--- config.mk ---
export PLATFORM = sky130hd
export DESIGN_NAME = fifo_word_serializer_flat
export DESIGN_NICKNAME = d
export VERILOG_FILES = /design/src/rtl/fifo_word_serializer_pkg.sv /design/src/rtl/fifo_word_serializer_if.sv /design/src/rtl/fifo_word_serializer.sv /design/src/flat_wrapper.sv
export SDC_FILE = /design/constraint.sdc
export NUM_CORES = 1
export LEC_CHECK = 0
export ABC_AREA = 1
export ABC_CLOCK_PERIOD_IN_PS = 1270
export BUFFER_PORTS_ARGS = -buffer_cell sky130_fd_sc_hd__buf_2
export CORE_AREA = 2 2 67 85
export DETAILED_ROUTE_END_ITERATION = 8
export DIE_AREA = 0 0 69 87
export PLACE_DENSITY = 0.65
export RECOVER_POWER = 100
export SLEW_MARGIN = 20
export SYNTH_ARGS = -nofsm -noshare
export SYNTH_HDL_FRONTEND = slang
export SYNTH_SLANG_ARGS = --single-unit
--- constraint.sdc ---
create_clock -name clk -period 1.27 [get_ports clk]
set_input_delay 0.0635 -clock clk [delete_from_list [all_inputs] [get_ports clk]]
set_output_delay 0.0635 -clock clk [all_outputs]
set_load 0.01 [all_outputs]
--- src/rtl/fifo_word_serializer_pkg.sv ---
// ----------------------------------------------------------------------------
// fifo_word_serializer_pkg
// Shared definitions for the FIFO word serializer:
//   - state_t    : FSM state encoding (IDLE=0, FETCH=1, SEND=2)
//   - widths_ok(): elaboration-time check that a word splits into whole beats
// No ports (package).
// ----------------------------------------------------------------------------
package fifo_word_serializer_pkg;

  typedef enum logic [1:0] {
    ST_IDLE  = 2'd0,
    ST_FETCH = 2'd1,
    ST_SEND  = 2'd2
  } state_t;

  // True when a word of width w divides into an integer number (>= 1) of
  // beats of width b.
  function automatic bit widths_ok(input int unsigned w, input int unsigned b);
    return (b != 0) && (w >= b) && ((w % b) == 0);
  endfunction

endpackage

--- src/rtl/fifo_word_serializer_if.sv ---
// ----------------------------------------------------------------------------
// fifo_word_serializer_if
// Groups the FIFO read port and the byte-wide output stream of the serializer.
//   fifo_empty      FIFO empty flag            (FIFO -> serializer)
//   fifo_rd_en      FIFO pop request           (serializer -> FIFO)
//   fifo_dout       FIFO read data, valid the cycle after a pop
//   data_out        current beat               (serializer -> sink)
//   data_out_valid  beat valid                 (serializer -> sink)
//   data_out_ready  sink accepts the beat      (sink -> serializer)
// Modports: master = serializer side, slave = FIFO/sink side.
// ----------------------------------------------------------------------------
interface fifo_word_serializer_if #(
  parameter int WORD_WIDTH = 32,
  parameter int BYTE_WIDTH = 8
);
  logic                  fifo_empty;
  logic                  fifo_rd_en;
  logic [WORD_WIDTH-1:0] fifo_dout;
  logic [BYTE_WIDTH-1:0] data_out;
  logic                  data_out_valid;
  logic                  data_out_ready;

  modport master (
    input  fifo_empty, fifo_dout, data_out_ready,
    output fifo_rd_en, data_out, data_out_valid
  );

  modport slave (
    output fifo_empty, fifo_dout, data_out_ready,
    input  fifo_rd_en, data_out, data_out_valid
  );
endinterface

--- src/rtl/fifo_word_serializer.sv ---
// ----------------------------------------------------------------------------
// fifo_word_serializer
// Pops WORD_WIDTH-bit words from a FIFO read port and emits them LSB-first as
// BYTE_WIDTH-bit beats on a valid/ready stream.
//
// Ports:
//   clk, rst       single clock; synchronous active-high reset
//   bus            fifo_word_serializer_if.master (FIFO read port + stream)
//   busy           high whenever the FSM is not in IDLE
//   o_dbg_state    current FSM state
//   words_sent,    32-bit wrapping counters, only present when the macro
//   bytes_sent     SERIALIZER_STATS_EN is defined
//
// Stream handshake: a beat transfers (fires) on a rising clk edge where
// data_out_valid && data_out_ready. Once data_out_valid is raised it stays
// high, and data_out stays unchanged, until that beat fires; the sink may
// hold data_out_ready at any level and must not derive it combinationally
// from fifo_rd_en.
//
// FIFO side: fifo_rd_en is a combinational pop request, never raised while
// fifo_empty=1; the popped word is taken from fifo_dout one cycle later
// (FETCH state). Only one word is in flight at a time.
// ----------------------------------------------------------------------------
module fifo_word_serializer
  import fifo_word_serializer_pkg::*;
#(
  parameter int WORD_WIDTH = 32,
  parameter int BYTE_WIDTH = 8
) (
  input  logic                   clk,
  input  logic                   rst,
  fifo_word_serializer_if.master bus,
  output logic                   busy,
  output state_t                 o_dbg_state
`ifdef SERIALIZER_STATS_EN
  ,
  output logic [31:0]            words_sent,
  output logic [31:0]            bytes_sent
`endif
);

  localparam int NBYTES = WORD_WIDTH / BYTE_WIDTH;
  localparam int IDX_W  = (NBYTES > 1) ? $clog2(NBYTES) : 1;

  if (!widths_ok(WORD_WIDTH, BYTE_WIDTH)) begin : g_bad_widths
    $error("fifo_word_serializer: WORD_WIDTH must be a positive multiple of BYTE_WIDTH");
  end

  state_t                r_state;
  state_t                w_next;
  logic [WORD_WIDTH-1:0] r_shift;
  logic [IDX_W-1:0]      r_idx;
  logic                  r_rst_d;   // high for the first cycle after reset
  logic                  w_fire;
  logic                  w_last;
  logic                  w_pop;

  assign w_fire = (r_state == ST_SEND) && bus.data_out_ready;
  assign w_last = (r_idx == IDX_W'(NBYTES - 1));

  always_comb begin
    w_next = r_state;
    w_pop  = 1'b0;
    case (r_state)
      ST_IDLE: begin
        // No pop in the cycle right after reset, so a word left in the FIFO
        // is only taken once the block has settled in IDLE.
        if (!bus.fifo_empty && !r_rst_d) begin
          w_pop  = 1'b1;
          w_next = ST_FETCH;
        end
      end
      ST_FETCH: begin
        w_next = ST_SEND;
      end
      ST_SEND: begin
        if (w_fire && w_last) begin
          // Back-to-back: pop the next word while the last beat leaves.
          if (!bus.fifo_empty) begin
            w_pop  = 1'b1;
            w_next = ST_FETCH;
          end else begin
            w_next = ST_IDLE;
          end
        end
      end
      default: begin
        w_next = ST_IDLE;
      end
    endcase
    if (rst) begin
      w_pop = 1'b0;
    end
  end

  always_ff @(posedge clk) begin
    if (rst) begin
      r_state <= ST_IDLE;
      r_shift <= '0;
      r_idx   <= '0;
      r_rst_d <= 1'b1;
    end else begin
      r_state <= w_next;
      r_rst_d <= 1'b0;
      if (r_state == ST_FETCH) begin
        r_shift <= bus.fifo_dout;
        r_idx   <= '0;
      end else if (w_fire && !w_last) begin
        r_shift <= r_shift >> BYTE_WIDTH;
        r_idx   <= r_idx + IDX_W'(1);
      end
    end
  end

  assign bus.fifo_rd_en     = w_pop;
  assign bus.data_out       = r_shift[BYTE_WIDTH-1:0];
  assign bus.data_out_valid = (r_state == ST_SEND);
  assign busy               = (r_state != ST_IDLE);
  assign o_dbg_state        = r_state;

`ifdef SERIALIZER_STATS_EN
  logic [31:0] r_words_sent;
  logic [31:0] r_bytes_sent;

  always_ff @(posedge clk) begin
    if (rst) begin
      r_words_sent <= '0;
      r_bytes_sent <= '0;
    end else begin
      if (w_fire) begin
        r_bytes_sent <= r_bytes_sent + 32'd1;
      end
      if (w_fire && w_last) begin
        r_words_sent <= r_words_sent + 32'd1;
      end
    end
  end

  assign words_sent = r_words_sent;
  assign bytes_sent = r_bytes_sent;
`endif

endmodule

--- src/flat_wrapper.sv ---
// flat-port wrapper written by rule: the top's interface ports become plain ports
module fifo_word_serializer_flat import fifo_word_serializer_pkg::*;
#(
  parameter int WORD_WIDTH = 32,
  parameter int BYTE_WIDTH = 8
)
  (clk, rst, busy, o_dbg_state, bus_fifo_empty, bus_fifo_dout, bus_data_out_ready, bus_fifo_rd_en, bus_data_out, bus_data_out_valid);
  fifo_word_serializer_if #(.WORD_WIDTH(WORD_WIDTH), .BYTE_WIDTH(BYTE_WIDTH)) bus_i ();
  input  logic clk;
  input  logic rst;
  output logic busy;
  output state_t o_dbg_state;
  input wire logic [$bits(bus_i.fifo_empty)-1:0] bus_fifo_empty;
  input wire logic [$bits(bus_i.fifo_dout)-1:0] bus_fifo_dout;
  input wire logic [$bits(bus_i.data_out_ready)-1:0] bus_data_out_ready;
  output wire logic [$bits(bus_i.fifo_rd_en)-1:0] bus_fifo_rd_en;
  output wire logic [$bits(bus_i.data_out)-1:0] bus_data_out;
  output wire logic [$bits(bus_i.data_out_valid)-1:0] bus_data_out_valid;
  assign bus_i.fifo_empty = bus_fifo_empty;
  assign bus_i.fifo_dout = bus_fifo_dout;
  assign bus_i.data_out_ready = bus_data_out_ready;
  assign bus_fifo_rd_en = bus_i.fifo_rd_en;
  assign bus_data_out = bus_i.data_out;
  assign bus_data_out_valid = bus_i.data_out_valid;
  fifo_word_serializer #(.WORD_WIDTH(WORD_WIDTH), .BYTE_WIDTH(BYTE_WIDTH)) u_core (.clk(clk), .rst(rst), .bus(bus_i), .busy(busy), .o_dbg_state(o_dbg_state));
endmodule
==> results of run 1 <==
-- synthesized netlist by cell type (all sizes together) --
| master | instances | share of area |
|---|---|---|
| or2 | 1 | 0.0035 |
| nor2 | 4 | 0.0084 |
| dfxtp | 37 | 0.42 |
| inv | 6 | 0.013 |
| a21oi | 35 | 0.098 |
| nand4 | 1 | 0.012 |
| ha | 1 | 0.0070 |
| nand3 | 32 | 0.090 |
| buf | 22 | 0.094 |
| nor3 | 2 | 0.0056 |
| clkbuf | 4 | 0.0084 |
| o21ai | 1 | 0.0028 |
| nand2 | 112 | 0.24 |
-- sequential cells by signal (all words and copies together), names as in the netlist --
name,count
u_core.r_idx,2
u_core.r_shift,32
u_core.r_rst_d,1
u_core.o_dbg_state,2
-- timing repair --
| action | 4_1_cts | 5_1_grt |
|---|---|---|
| pin swaps | 5 | 26 |
| hold endpoints to repair | 0 | 0 |
| buffers inserted | 7 | 0 |
| endpoints found under the setup margin | 26 | 36 |
| resized for setup | 23 | 91 |
| gates cloned | 3 | 1 |
-- worst max path at each step --
stage,startpoint,endpoint,slack (ns)
final,u_core.o_dbg_state[0]$_SDFFE_PP0P_,bus_fifo_rd_en,-0.22
after global routing,u_core.o_dbg_state[0]$_SDFFE_PP0P_,bus_fifo_rd_en,-0.29
after CTS,u_core.r_idx[1]$_SDFFE_PP0P_,bus_fifo_rd_en,-0.16
after detailed placement,u_core.o_dbg_state[1]$_SDFFE_PP0P_,u_core.r_shift[18]$_SDFFE_PP0P_,-0.04
after global placement,u_core.r_idx[0]$_SDFFE_PP0P_,u_core.r_shift[23]$_SDFFE_PP0P_,0.03
after floorplan,u_core.o_dbg_state[1]$_SDFFE_PP0P_,bus_fifo_rd_en,0.01
-- metal layers --
layer	track usage	up-vias	share of wire	wire [microns]
met4	0.0642	0	0.034	163
met1	0.174	825	0.39	1880
met3	0.0440	14	0.051	242
li1	-	928	-	-
met5	0	-	0	0
met2	0.252	52	0.52	2500
-- layout by cell type, fill, tap and decap left out, drive strengths merged --
cell | Yosys | final
buf | 22 | 63
nor3 | 2 | 2
nor2 | 4 | 4
o21ai | 1 | 1
nand4 | 1 | 1
nand2 | 112 | 112
or2 | 1 | 1
a21oi | 35 | 35
ha | 1 | 1
clkbuf | 4 | 16
clkinv | 0 | 2
inv | 6 | 5
dfxtp | 37 | 37
nand3 | 32 | 32
-- per-stage QoR --
step / power (uW) / cell area [sq um] / std cells / TNS, ns
2_1_floorplan: 1380 / 1780 / 258 / 0
3_3_place_gp: 1500 / 2090 / 358 / 0
3_5_place_dp: 1500 / 2090 / 358 / -0.112
4_1_cts: 2450 / 2400 / 376 / -2.23
5_1_grt: 2620 / 2740 / 376 / -4.02
6_report: 2500 / 2740 / 376 / -1.53
-- power groups by stage --
stage / Clock, uW / Combinational [uW] / Sequential, uW
finish: 901 / 403 / 1200
global route: 983 / 434 / 1200
CTS: 923 / 335 / 1190
detailed placement: 0 / 279 / 1220
global placement: 0 / 279 / 1220
floorplan: 0 / 156 / 1220
-- cell type report --
cell class / instances / area, sq um
clock buffers: 7 / 96.3
clock inverters: 1 / 5.00
fillers: 500 / 2510
inverters: 6 / 32.5
multi-input cells: 189 / 1210
flip-flops and latches: 37 / 746
well taps: 64 / 80.1
repair buffers: 72 / 577
-- critical path, delay by kind of cell (launching register included) --
kind / cells / cell delay (ns)
buf+inv: 2 / 0.25
flops: 1 / 0.34
simple gates: 5 / 0.53
-- logic make-up (layout without fill, tap and decap cells) --
family,Yosys count,after routing
and+or+nand+nor,152,152
adders and majority gates,1,1
DFF,37,37
AOI/OAI and AO/OA,36,36
buffers and inverters,32,86
==> impl_metrics.yaml, run 1 <==
drt:
  avgRoutedWirePerCell_microns: 12.7
  first_pass_iters: 4
  drcViolationCount: 0
  drtIter0Drc: 45
  totalWireLength_microns: 4790
  viasPerCell: 4.84
  ant_nets: 0
  vias: 1819
setup_path:
  critical-path-max-stage-delay_ns: 0.34
  reg2reg_depth: 9
  cp.arrival_ns: 1.42
  cp_max_fo: 3
  crit_type: "reg2out"
  crit_slowest_cell: "dfxtp_2"
  critPathRequiredTime_ns: 1.21
  end_kind: "output port"
  reg2reg_slack_ns: -0.15
  crit_chain: "buf_6, nor2_4, nand2_2, nor3_4, nor2_2, nor2_1, buf_2"
  start_kind: "flip-flop"
  worstReg2RegStart: "u_core.o_dbg_state[0]$_SDFFE_PP0P_"
  r2r-end: "u_core.o_dbg_state[0]$_SDFFE_PP0P_"
sta:
  setup_violations: 35
  period_share: 1.17
  worstMarginPinSlew_ns: 0.315
  slew_viol_final: 0
  slew-limit-headroom: 0.790
  fin_hold_ws_ns: 0.0108
  grt_setup_unrepaired: "true"
  fmax_mhz: 672
  worst_slack_ns: -0.218
  min_period_ns: 1.49
  hold_violations: 0
  skew_ns: 0.00477
grt:
  grt_max_degree: 34
  grt_pass1_wl_microns: 7020
  grt-ovfl-total: 0
  grt_usage: 0.148
  grt_antenna_before_repair: 0
  grt_pass1_vias: 1515
floorplan:
  die_y_microns: 87
  rows: 30
  core_area_sq_um: 5260
  start_util: 0.339
  die_w_microns: 69
  die_area_sq_um: 6000
  pin_count: 49
run_status:
  violations: "negative setup slack"
  status: "finished, violations left"
yosys:
  synth-seq-cells: 37
  synthSimpleGateAreaFrac: 0.361
  synthCells: 258
  synth_nets: 295
  ys.warnings.count: 0
  avgSynthCellArea_sq_um: 6.91
  ys_seq_area_frac: 0.416
  ys_types: 18
  synth_area_sq_um: 1780
  synthMuxAreaShare: 0
  synthAdderAreaFrac: 0.00702
  synth-xor-area-share: 0
  synth_compound_area_frac: 0.101
  synth_top_family_by_area: "simple AND/OR/NAND/NOR gates"
cells_and_area:
  diodes: 0
  fin_util: 0.522
  drive_gt1_frac: 0.494
  nets: 348
  area_delta_synth_final_pct: 54.0
clock_tree:
  cts_sinks: 37
  cts_tree: "built"
  ctsHoldBuffers: 0
  cts_max_level: 2
  clk_pin_slew_ns: 0.07
  cts_buffers: 5
  cts_root_buffer: "clkbuf_8"
  insertion_delay_ns: 0.29
  clockBufferDepth: 2
pwr:
  leakagePower_uw: 0.00126
  vdd_ir_drop_max_mv: 0.562
  swShare: 0.260
  seqPwrFrac: 0.479
  p_per_area_nw_per_um2: 911
  power_frac_comb: 0.161
  internal_power_uw: 1850
  clkPwrFrac: 0.360
  switching_power_uw: 649
placed_design:
  hpwl_microns: 2700
  io_buffers: 48
  place_ws_ns: -0.0358
  place.gp.congestion: 0.745
min_path:
  worstHoldPathType: "in2reg"
  holdCritStartpoint: "bus_fifo_dout[31]"
  hold_path_end: "u_core.r_shift[31]$_SDFFE_PP0P_"
  holdPathStages: 3
flow_run:
  max_cap_violations: 0
No activity file was read; power rests on OpenSTA's default activity.
==> run 2, diff against run 1 <==
--- a/config.mk
+++ b/config.mk
@@ -9,6 +9,7 @@
 export ABC_CLOCK_PERIOD_IN_PS = 1270
 export BUFFER_PORTS_ARGS = -buffer_cell sky130_fd_sc_hd__buf_2
 export CORE_AREA = 2 2 67 85
+export CTS_BUF_LIST = sky130_fd_sc_hd__clkbuf_16
 export DETAILED_ROUTE_END_ITERATION = 8
 export DIE_AREA = 0 0 69 87
 export PLACE_DENSITY = 0.65
==> impl_metrics.yaml, run 2 (synthesis results as in run 1) <==
drt:
  drtIter0Drc: 81
  drcViolationCount: 0
  viasPerCell: 4.71
  totalWireLength_microns: 4750
  ant_nets: 0
  first_pass_iters: 4
  vias: 1782
  avgRoutedWirePerCell_microns: 12.6
grt:
  grt_pass1_vias: 1460
  grt_usage: 0.134
  grt_max_degree: 36
  grt-ovfl-total: 0
  grt_antenna_before_repair: 0
  grt_pass1_wl_microns: 6500
floorplan:
  rows: 30
  pin_count: 49
  start_util: 0.339
  die_y_microns: 87
  die_w_microns: 69
  die_area_sq_um: 6000
  core_area_sq_um: 5260
min_path:
  worstHoldPathType: "in2reg"
clock_tree:
  insertion_delay_ns: 0.28
  clk_pin_slew_ns: 0.06
  cts_root_buffer: "clkbuf_16"
  cts_max_level: 2
  cts_tree: "built"
  cts_buffers: 5
  clockBufferDepth: 2
  cts_sinks: 37
  ctsHoldBuffers: 0
cells_and_area:
  area_delta_synth_final_pct: 53.4
  largest_reg_flops: 32
  nets: 350
  diodes: 0
  fin_util: 0.520
  drive_gt1_frac: 0.497
  most-common-layout-cells: "nand2_1 (86), buf_2 (48), dfxtp_1 (33), a21oi_2 (21)"
  final_area_sq_um: 2730
  regMostFlops: "u_core.r_shift"
  layout_commonest_cell: "nand2_1"
placed_design:
  io_buffers: 48
  place_ws_ns: -0.0358
  hpwl_microns: 2700
  postPlaceCellArea_sq_um: 2090
  place.gp.congestion: 0.745
pwr:
  vdd_ir_drop_max_mv: 0.524
  leakagePower_uw: 0.00132
  finalPower_uw: 2740
  p_per_area_nw_per_um2: 1000
sta:
  worst_slack_ns: -0.197
  grt_setup_unrepaired: "true"
  hold_violations: 0
  slew_viol_final: 0
  min_period_ns: 1.47
  skew_ns: 0.00446
  slew-limit-headroom: 0.793
  fmax_mhz: 682
  worstMarginPinSlew_ns: 0.311
  period_share: 1.15
  setup_violations: 31
  fin_hold_ws_ns: 0.0330
setup_path:
  cp_max_fo: 3
  end_kind: "output port"
  cp.arrival_ns: 1.40
  critPathRequiredTime_ns: 1.21
  crit_type: "reg2out"
  start_kind: "flip-flop"
run_status:
  violations: "negative setup slack"
  status: "finished, violations left"
flow_run:
  max_cap_violations: 0
==> run 2: final timing paths <==
check	startpoint	endpoint	slack (ns)	cells after the start
hold reg to reg	u_core.r_shift[7]$_SDFFE_PP0P_	u_core.r_shift[7]$_SDFFE_PP0P_	0.47	2
setup reg to reg	u_core.r_idx[0]$_SDFFE_PP0P_	u_core.r_shift[11]$_SDFFE_PP0P_	-0.12	8
hold / removal	bus_fifo_dout[25]	u_core.r_shift[25]$_SDFFE_PP0P_	0.03	3
setup / recovery	u_core.o_dbg_state[0]$_SDFFE_PP0P_	bus_fifo_rd_en	-0.20	7
==> run 2: area by class of cell <==
cell class	count	area (sq um)
Fill cell	500	2520
Multi-Input combinational cell	189	1170
Sequential cell	37	746
Timing Repair Buffer	74	574
Clock buffer	5	125
Tap cell	64	80.1
Inverter	6	27.5
Clock inverter	3	12.5
==> run 2: critical path, cell delays in order, from the launching register on <==
cell and delay (ns):
dfxtp_2 0.34, buf_6 0.12, nor2_4 0.10, nand2_2 0.09, nor3_4 0.19, nor2_2 0.06
nor2_1 0.08, buf_2 0.13
==> run 2: power by group <==
part           switching, uW  total [uW]  internal [uW]
registers               13.9        1200           1180
logic                    219         389            170
clock network            444        1150            708
total                    677        2740           2060
==> run 2: metrics by stage <==
step | setup TNS, ns | instances
final | -2.56 | 378
after global routing | -4.09 | 378
after CTS | -0.367 | 371
after detailed placement | -0.112 | 358
after global placement | 0 | 358
after floorplan | 0 | 258
==> run 2: timing repair <==
item,CTS,global route
setup endpoints to repair,25,36
hold endpoints to repair,0,0
gates cloned,0,4
pin swaps,3,25
resized for setup,13,89
buffers inserted,5,5
==> run 2: metal layers <==
metal  GRT usage  up-vias  part of all wire
li1            -      926                 -
met1       0.164      810              0.42
met2       0.224       37              0.52
met3      0.0370        9             0.042
met4      0.0535        0             0.020
met5           0        -                 0
==> run 3, diff against run 2 <==
--- a/config.mk
+++ b/config.mk
@@ -14,6 +14,7 @@
 export DIE_AREA = 0 0 69 87
 export PLACE_DENSITY = 0.65
 export RECOVER_POWER = 100
+export SETUP_SLACK_MARGIN = 0.2
 export SLEW_MARGIN = 20
 export SYNTH_ARGS = -nofsm -noshare
 export SYNTH_HDL_FRONTEND = slang
==> impl_metrics.yaml, run 3 (synthesis results as in run 1) <==
grt:
  top_usage_layer: "met2"
  grt_use_met1: 0.183
  grt_max_degree: 37
  grt_antenna_before_repair: 0
  grt_pass1_wl_microns: 7540
  use_met2: 0.266
  met3_usage: 0.0428
  grt_pass1_vias: 1662
  grt_usage: 0.151
  grt-ovfl-total: 0
setup_path:
  reg2reg_depth: 7
  critPathRequiredTime_ns: 1.21
  end_kind: "output port"
  start_kind: "flip-flop"
  cp.arrival_ns: 1.26
  crit_type: "reg2out"
  cp_max_fo: 3
drt:
  ant_nets: 0
  totalWireLength_microns: 4750
  first_pass_iters: 4
  viasPerCell: 4.83
  drtIter0Drc: 113
  vias: 1807
  avgRoutedWirePerCell_microns: 12.7
  drcViolationCount: 0
cells_and_area:
  diodes: 0
  largest_reg_flops: 32
  area_delta_synth_final_pct: 49.3
  nFillCells: 501
  layout_commonest_cell: "nand2_1"
  regMostFlops: "u_core.r_shift"
  drive_gt1_frac: 0.426
  most-common-layout-cells: "nand2_1 (95), buf_2 (48), dfxtp_1 (33), nand3_1 (21), a21oi_1 (20)"
  nets: 346
placed_design:
  hpwl_microns: 2640
  io_buffers: 48
  place_ws_ns: 0.0570
  place.gp.congestion: 0.760
floorplan:
  die_w_microns: 69
  rows: 30
  die_area_sq_um: 6000
  core_area_sq_um: 5260
  die_y_microns: 87
  start_util: 0.339
  pin_count: 49
pwr:
  finalPower_uw: 2910
  leakagePower_uw: 0.00120
  vdd_ir_drop_max_mv: 0.512
  p_per_area_nw_per_um2: 1090
run_status:
  violations: "negative setup slack"
  status: "finished, violations left"
sta:
  worst_slack_ns: -0.0570
  period_share: 1.04
  worstMarginPinSlew_ns: 0.382
  min_period_ns: 1.33
  grt_setup_unrepaired: "true"
  skew_ns: 0.00704
  slew_viol_final: 0
  hold_violations: 0
  setup_violations: 4
  slew-limit-headroom: 0.745
  fmax_mhz: 754
clock_tree:
  cts_tree: "built"
  insertion_delay_ns: 0.28
  cts_sinks: 37
  clk_pin_slew_ns: 0.05
  cts_root_buffer: "clkbuf_16"
  cts_max_level: 2
  clockBufferDepth: 2
  cts_buffers: 5
min_path:
  worstHoldPathType: "in2reg"
  holdPathStages: 3
flow_run:
  max_cap_violations: 0
## run 3: cell types whose count changed in the layout (fill, tap and decap cells not counted), sizes merged
| cell | delta |
|---|---|
| buf | -5 |
| nand2 | +3 |
| clkbuf | -2 |
| clkinv | -2 |
| bufinv | +1 |
| inv | +1 |
## run 3: where the power goes
part	internal, uW	switching [uW]
Combinational	153	208
Clock	911	436
Sequential	1180	17.4
## run 3: worst max-delay path, cell delays in order (launching register included)
cell and delay (ns):
dfxtp_4 0.36, inv_4 0.06, nor2_4 0.10, nand2_2 0.07, nor3_2 0.13, nor2_1 0.08
nor2_1 0.08, buf_2 0.13
## run 3: per-layer routing
layer	routed length, microns	share of wire
met1	1970	0.42
met2	2440	0.51
met3	288	0.061
met4	46	0.0097
met5	0	0
## run 3: path summary, 6_finish.rpt
kind / slack, ns / start / to
worst min-delay path: 0.04 / bus_fifo_dout[24] / u_core.r_shift[24]$_SDFFE_PP0P_
worst max register to register: -0.03 / u_core.r_idx[1]$_SDFFE_PP0P_ / u_core.r_shift[8]$_SDFFE_PP0P_
worst min register to register: 0.46 / u_core.r_shift[6]$_SDFFE_PP0P_ / u_core.r_shift[6]$_SDFFE_PP0P_
worst max-delay path: -0.06 / u_core.o_dbg_state[1]$_SDFFE_PP0P_ / bus_fifo_rd_en
## run 3: what timing repair did
action / in CTS / in global routing
setup buffers: 4 / 4
hold buffers: 0 / 0
pin swaps: 5 / 14
resized for setup: 27 / 48
gates cloned: 5 / 0
setup endpoints to repair: 35 / 35
## run 3: area by class of cell
type | instances | area (sq um) | share of cell area
clock buffer | 5 | 125 | 0.0470
clock inverter | 3 | 37.5 | 0.0141
inverter | 6 | 32.5 | 0.0122
multi-input combinational | 192 | 1150 | 0.434
sequential | 37 | 751 | 0.282
tap | 64 | 80.1 | 0.0301
timing repair buffer | 67 | 479 | 0.180
## run 3: through the flow
stage / setup TNS [ns] / utilization / area (sq um) / std cells / hold WS (ns)
floorplan: 0 / - / 1800 / 258 / 0.0912
global placement: 0 / 0.388 / 2040 / 353 / 0.322
detailed placement: 0 / 0.388 / 2040 / 353 / 0.323
CTS: -0.383 / 0.464 / 2440 / 370 / 0.0312
global route: -1.28 / 0.506 / 2660 / 374 / 0.0412
finish: -0.116 / 0.506 / 2660 / 374 / 0.0354
